### src/rtl/gates_pkg.sv
// Shared definitions for the gate sweep controller.
//   sweep_state_e : sequencer states (IDLE -> SETTLE -> SAMPLE ... -> FINISH).
//   TT_*          : expected truth tables for common 2-input gates.
//                   Bit i is the expected output when the drive vector is i,
//                   where vector bit 0 is input A and bit 1 is input B.
package gates_pkg;

  typedef enum logic [1:0] {
    IDLE   = 2'd0,
    SETTLE = 2'd1,
    SAMPLE = 2'd2,
    FINISH = 2'd3
  } sweep_state_e;

  localparam logic [3:0] TT_NOR2  = 4'b0001;
  localparam logic [3:0] TT_AND2  = 4'b1000;
  localparam logic [3:0] TT_OR2   = 4'b1110;
  localparam logic [3:0] TT_NAND2 = 4'b0111;
  localparam logic [3:0] TT_XOR2  = 4'b0110;

endpackage

### src/rtl/gate_settle_timer.sv
// 8-bit load/count/expire timer that paces the SETTLE phase.
//   clk, rst : clock and asynchronous active-high reset
//   load     : restart the count from zero (wins over en)
//   en       : count one cycle of settling
//   limit    : terminal count, i.e. settle length minus one
//   expire   : high during the last enabled cycle of the settle window
module gate_settle_timer (
  input  logic       clk,
  input  logic       rst,
  input  logic       load,
  input  logic       en,
  input  logic [7:0] limit,
  output logic       expire
);

  logic [7:0] cnt;

  always_ff @(posedge clk or posedge rst) begin
    if (rst)       cnt <= '0;
    else if (load) cnt <= '0;
    else if (en)   cnt <= cnt + 8'd1;
  end

  // Count starts at 0 on the first settle cycle, so the window ends when
  // the count reaches limit: limit+1 enabled cycles in total.
  assign expire = en && (cnt == limit);

endmodule

### src/rtl/gate_sweep_ctrl.sv
// Clocked truth-table sweeper for a combinational gate.
// Drives every input vector in ascending order, holds each for SETTLE_CYCLES
// cycles, samples the gate output X once and compares it against a truth
// table captured at START.
//   CLK, RST : clock, asynchronous active-high reset
//   START    : begin a sweep (accepted only in IDLE)
//   TT       : expected truth table, TT[i] = expected X for vector i
//   X        : gate output under test
//   IN_VEC   : drive vector (bit 0 = A, bit 1 = B, ...)
//   BUSY     : sweep in progress
//   DONE     : one-cycle end-of-sweep pulse
//   PASS     : last sweep had no mismatches (updated as DONE ends)
//   ERR_CNT  : saturating mismatch count
//   FAIL_IDX : first mismatching vector, meaningful when ERR_CNT != 0
// SETTLE_CYCLES must lie in 1..255 (the settle timer is 8 bits).
module gate_sweep_ctrl
  import gates_pkg::*;
#(
  parameter int N_IN          = 2,
  parameter int SETTLE_CYCLES = 2
) (
  input  logic                 CLK,
  input  logic                 RST,
  input  logic                 START,
  input  logic [2**N_IN-1:0]   TT,
  input  logic                 X,
  output logic [N_IN-1:0]      IN_VEC,
  output logic                 BUSY,
  output logic                 DONE,
  output logic                 PASS,
  output logic [N_IN:0]        ERR_CNT,
  output logic [N_IN-1:0]      FAIL_IDX
);

  localparam int              NVEC       = 2**N_IN;
  localparam logic [N_IN-1:0] LAST_IDX   = {N_IN{1'b1}};
  localparam logic [7:0]      SETTLE_LIM = 8'(SETTLE_CYCLES - 1);

  sweep_state_e      state;
  logic [NVEC-1:0]   tt_q;
  logic [N_IN-1:0]   idx;
  logic              accept;
  logic              last_vec;
  logic              mismatch;
  logic              tmr_load;
  logic              tmr_en;
  logic              tmr_expire;

  assign accept   = (state == IDLE) && START;
  assign last_vec = (idx == LAST_IDX);

  // Case-equality so an unknown or floating gate output is reported as a
  // mismatch in four-state simulation instead of silently matching.
  assign mismatch = (X !== tt_q[idx]);

  // The timer is restarted whenever a new vector goes out: on the accepted
  // START and on every non-terminal SAMPLE.
  assign tmr_load = accept || ((state == SAMPLE) && !last_vec);
  assign tmr_en   = (state == SETTLE);

  gate_settle_timer u_timer (
    .clk    (CLK),
    .rst    (RST),
    .load   (tmr_load),
    .en     (tmr_en),
    .limit  (SETTLE_LIM),
    .expire (tmr_expire)
  );

  // DONE lives exactly for the single FINISH cycle; FINISH is not IDLE, so
  // a START coinciding with DONE is ignored.
  assign DONE = (state == FINISH);

  always_ff @(posedge CLK or posedge RST) begin
    if (RST) begin
      state    <= IDLE;
      tt_q     <= '0;
      idx      <= '0;
      IN_VEC   <= '0;
      BUSY     <= 1'b0;
      PASS     <= 1'b0;
      ERR_CNT  <= '0;
      FAIL_IDX <= '0;
    end else begin
      case (state)
        IDLE: begin
          if (START) begin
            tt_q     <= TT;
            idx      <= '0;
            IN_VEC   <= '0;
            ERR_CNT  <= '0;
            FAIL_IDX <= '0;
            PASS     <= 1'b0;
            BUSY     <= 1'b1;
            state    <= SETTLE;
          end
        end

        SETTLE: begin
          if (tmr_expire) state <= SAMPLE;
        end

        SAMPLE: begin
          if (mismatch) begin
            if (!(&ERR_CNT)) ERR_CNT <= ERR_CNT + 1'b1;
            if (ERR_CNT == '0) FAIL_IDX <= idx;
          end
          // Terminal compare happens before the increment, so idx never
          // wraps and IN_VEC is left at all-ones after the sweep.
          if (last_vec) begin
            state <= FINISH;
          end else begin
            idx    <= idx + 1'b1;
            IN_VEC <= idx + 1'b1;
            state  <= SETTLE;
          end
        end

        FINISH: begin
          BUSY  <= 1'b0;
          PASS  <= (ERR_CNT == '0);
          state <= IDLE;
        end

        default: state <= IDLE;
      endcase
    end
  end

endmodule

### config.mk
export PLATFORM = sky130hd
export DESIGN_NAME = gate_sweep_ctrl
export DESIGN_NICKNAME = d
export VERILOG_FILES = /design/src/rtl/gates_pkg.sv /design/src/rtl/gate_settle_timer.sv /design/src/rtl/gate_sweep_ctrl.sv
export SDC_FILE = /design/constraint.sdc
export NUM_CORES = 1
export LEC_CHECK = 0
export ABC_AREA = 1
export ABC_CLOCK_PERIOD_IN_PS = 1800
export CORE_MARGIN = 1.5
export CORE_UTILIZATION = 50
export DETAILED_ROUTE_END_ITERATION = 10
export GPL_TIMING_DRIVEN = 1
export HOLD_SLACK_MARGIN = 0.12
export PLACE_DENSITY_LB_ADDON = 0.15
export SYNTH_ARGS = -nofsm -noshare
export SYNTH_HDL_FRONTEND = slang
export SYNTH_SLANG_ARGS = --single-unit
### constraint.sdc
create_clock -name CLK -period 1.8 [get_ports CLK]
set_input_delay 0.27 -clock CLK [delete_from_list [all_inputs] [get_ports CLK]]
set_output_delay 0.27 -clock CLK [all_outputs]
set_load 0.03 [all_outputs]
# Word level (Yosys, flattened, before mapping)
# Index checks and enable logic that the tools add are counted.
# totals
word_cells	63
reg_bits	23
# op_classes
eq_ne	12
magnitude_cmp	1
reduce_logical	17
n_mux	22
addsub	3
# ops
op	count
8-bit 2-to-1 mux	2
2-bit 2-to-1 mux	7
2-bit inequality test (second input constant)	5
3-bit 2-to-1 mux	3
8-bit by 1-bit adder with 8-bit output (second input constant)	1
8-bit by 1-bit equality test with 1-bit output (second input constant)	1
2-bit one-hot mux with 2 select lines	2
2-bit one-hot mux with 4 select lines	1
4-bit AND reduction	2
2-bit equality test (second input constant)	3
3-bit one-hot mux with 2 select lines	1
2-bit AND reduction	3
3-bit AND reduction	2
2-bit nonzero test	3
1-bit one-hot mux with 2 select lines	2
3-bit by 1-bit adder with 3-bit output (second input constant)	1
1-bit logical AND	3
3-bit logical NOT	1
2-bit by 3-bit < comparator with 1-bit output (second input constant)	1
1-bit 2-to-1 mux	3
2-bit by 1-bit adder with 2-bit output (second input constant)	1
1-bit binary-select mux with 2-bit select	1
2-bit by 1-bit equality test with 1-bit output (second input constant)	1
2-bit logical NOT	1
4 further kinds	4

# Longest topological paths before layout
# depth
depth_word	5
mapped_depth	9
ltp_nobuf	9

# Hierarchy
# Synthesis repeated with hierarchy kept, for this count alone.
# hier_totals
cells_unflattened	183
area_unflattened_um2	1362.6
# by_module_without_submodules
mod	cells_each	n_inst	seq_area_each_um2	area_per_inst_um2
gate_sweep_ctrl	94	1	375.4	788.3
gate_settle_timer	89	1	200.2	574.3

# Worst setup path after synthesis
# Ideal clock, no wire load.
# synth_path
path_kind	reg2reg
startpoint	register ERR_CNT[0]
endpoint	register ERR_CNT[0]
path_slack_ps	388
setup_ps	118
path_stages_with_launch	7
arrival_ps	1294
n_path_buf	0
synth_period_minus_slack_ps	1412
cell_sequence	dfrtp_1 -> ha_1 -> ha_1 -> o21ai_2 -> nand2_1 -> nand2_1 -> nand2_1
# synth_between
elab_chain_cells	4
word_cells_on_any_way	7
cone_classes	add/sub: 1; eq/ne: 1; mux: 3; reduce/logical: 2
# synth_rtl
item	line	text
start, declared	gate_sweep_ctrl.sv:31	output logic [N_IN:0] ERR_CNT,
start signal, assigned	gate_sweep_ctrl.sv:105	if (!(&ERR_CNT)) ERR_CNT <= ERR_CNT + 1'b1;
3-bit by 1-bit adder with 3-bit output	gate_sweep_ctrl.sv:105	
3-bit 2-to-1 mux	gate_sweep_ctrl.sv:105	
3-bit 2-to-1 mux	gate_sweep_ctrl.sv:104	if (mismatch) begin
3-bit one-hot mux with 2 select lines	gate_sweep_ctrl.sv:85	case (state)
# Several ways; a longest one is shown, not always the timed one. The select of a mux whose other input is x is not followed.
# A chain may end at the register's enable or synchronous reset.

==> metrics.csv <==
metric,value,unit
Yosys reg bits,23,
measured slew at the worst slew-check pin,0.333,ns
CTS buffer count,3,
RSZ-0062 raised after global routing,no,
Clock transition at path regs,0.13,ns
Worst-Skew Late Latency,0.30,ns
Post-Synthesis Cells,149,
Syn Nets,163,
share of post-route cells with drive strength above 1,11.6,%
worst path required time,1.53,ns
Max Cap Viol,0,
Die Area,2730,sq um
drt wl/cell,11.6,um
Finish-stage setup viols,0,
WL met2,1.20,mm
post-CTS setup buffers,0,
cell row count,17,
Ys Warns,0,
"commonest non-fill, non-tap cell in the layout",nand2_1,
DR iter-0 viols,21,
CP max stage cell,clkdlybuf4s50_1,
number of global-route vias before repair,943,
Final HPWL DP,1.80,mm
Crit path max-delay family,buffers and inverters,
via count,1015,
run status,"complete, no violations",
Starting Density,53.9,%
largest net degree at the start of global routing,24,
min Tclk post-route,1.72,ns
slowest cell delay on critical path,0.70,ns
sequential cell area fraction in the yosys report,47.4,%
I/O Pins,18,
Port Buffers,17,
clock skew,0.00659,ns
hold crit path type,in -> async,
highest metal used,met4,
CTS Hold Bufs,0,
Crit path arrival time,1.45,ns
CTS H-tree lvls,1,
RePlAce Congestion,0.828,
stages on the worst setup path,1,
DIE WIDTH,52.3,um
"Slew Viols, Final",0,
CP Max Fanout,5,
Static Leakage,0.000748,uW
Via density,5.08,
Nets,187,
WS Path Type,reg -> out,
initial antenna violation count,0,
worst hold slack,0.294,ns
Setup TNS Final,0,ns
Peak VDD IR,411,uV
grt total ovfl,0,
Core Box Area,2250,sq um
Die Span Y,52.3,um
f_max,0.582,GHz
CTS root buf,clkbuf_4,
"commonest non-fill, non-tap cells in the layout","nand2_1, dfrtp_1, inv_1, clkdlybuf4s50_1, nand3_1",
Area Overhead vs Synth,20.5,%
Total GRT Usage,19.6,%
reg2reg path depth,6,
Routed Wire Length,2.31,mm
residual DRC count,0,
first-pass GRT wire length,3.94,mm
CTS tree,done,
clk buf depth,2,
Crit. Startpoint,idx[1],
Synth cell types,21,
crit path cell chain,clkdlybuf4s50_1,
ANT nets after route,0,
CP Launch Type,register,
final period utilization,95.4,%
Rel. slew slack,77.8,%
M1 WL,1.03,mm
reg2reg start,ERR_CNT[0],
routed wl met3,69,um
# diodes,0,
Post-Syn Area per Cell,8.15,sq um
Crit path buffers/inverters,1,
synthesized area,1210,sq um
CP Capture Type,primary output,
endpoints failing hold,0,
clock sink count,23,
DRT Pass-1 Iters,6,
flop2flop setup slack,0.42,ns
power density over cell area,533,nW/um^2
## worst min-delay path, stage by stage
cell and delay [ns]:
clkdlybuf4s50_1 0.39, inv_1 0.05, buf_4 0.29
## state kept, by name (all words and copies together), names as in the netlist
signal and flops:
BUSY 1, FAIL_IDX 2, idx 2, u_timer.cnt 8, PASS 1, state 2, ERR_CNT 3, tt_q 4
## Yosys cell counts
master	instances	area share, %
a21oi_1	2	0.82
a22o_1	1	0.72
dfrtp_1	23	47
ha_1	6	6.2
inv_1	19	5.9
inv_2	5	1.5
nand2_1	45	14
nand2_2	2	1.0
nand3_1	11	4.5
nand3_4	1	1.4
nand4_1	7	3.6
nor2_1	9	2.8
nor2_2	1	0.52
nor2_4	2	1.9
nor3_1	2	0.82
nor3_2	2	1.6
o211ai_1	1	0.62
o21ai_0	1	0.41
o21ai_1	7	2.9
o21ai_2	1	0.72
xor2_1	1	0.72
## area by class of cell
type                       count  area [sq um]
clock buffer                   3          22.5
timing repair buffer          19           186
fill                         213           791
clock inverter                 1          5.00
multi-input combinational    102           549
inverter                      24          90.1
sequential                    23           576
tap                           28          35.0
## power breakdown
part           internal (uW)  switching [uW]  total, uW
Clock                   82.8             151        233
Sequential               517               0        517
Combinational           15.6            15.0       30.5
Total                    615             166        781
## kinds of logic after synthesis
kind of cell	Yosys count	synth area share (%)
AO/OA/AOI/OAI	13	6.18
XOR/XNOR	1	0.721
adder cells (fa/ha/maj)	6	6.18
buffers and inverters	24	7.42
flip-flops	23	47.4
AND/OR/NAND/NOR	82	32.1
## layer usage
layer | vias up | GRT usage (%)
li1 | 525 | -
met4 | 0 | 6.41
met3 | 2 | 3.43
met2 | 16 | 35.0
met5 | - | 0
met1 | 472 | 23.6
## path summary, 6_finish.rpt
check                         endpoint
max                          IN_VEC[1]
min                         ERR_CNT[1]
max reg2reg                 ERR_CNT[2]
min reg2reg                FAIL_IDX[0]
max in group asynchronous     state[1]
min in group CLK           FAIL_IDX[0]
## repair_timing
| action | 4_1_cts | 5_1_grt |
|---|---|---|
| setup endpoints to repair | 1 | 1 |
| gates cloned | 0 | 0 |
| pin swaps | 0 | 0 |
| resized for setup | 1 | 1 |
| endpoints found under the hold margin | 0 | 0 |
## per-stage QoR
step	setup WS (ns)	util [%]	power [uW]	area, sq um	std cells
floorplan	0.388	-	537	1210	149
global placement	0.261	63.7	557	1440	196
detailed placement	0.217	63.7	558	1440	196
CTS	0.0427	64.8	789	1460	200
global route	0.0129	64.9	817	1460	200
finish	0.0830	64.9	781	1460	200
(Power assumes the default switching activity.)
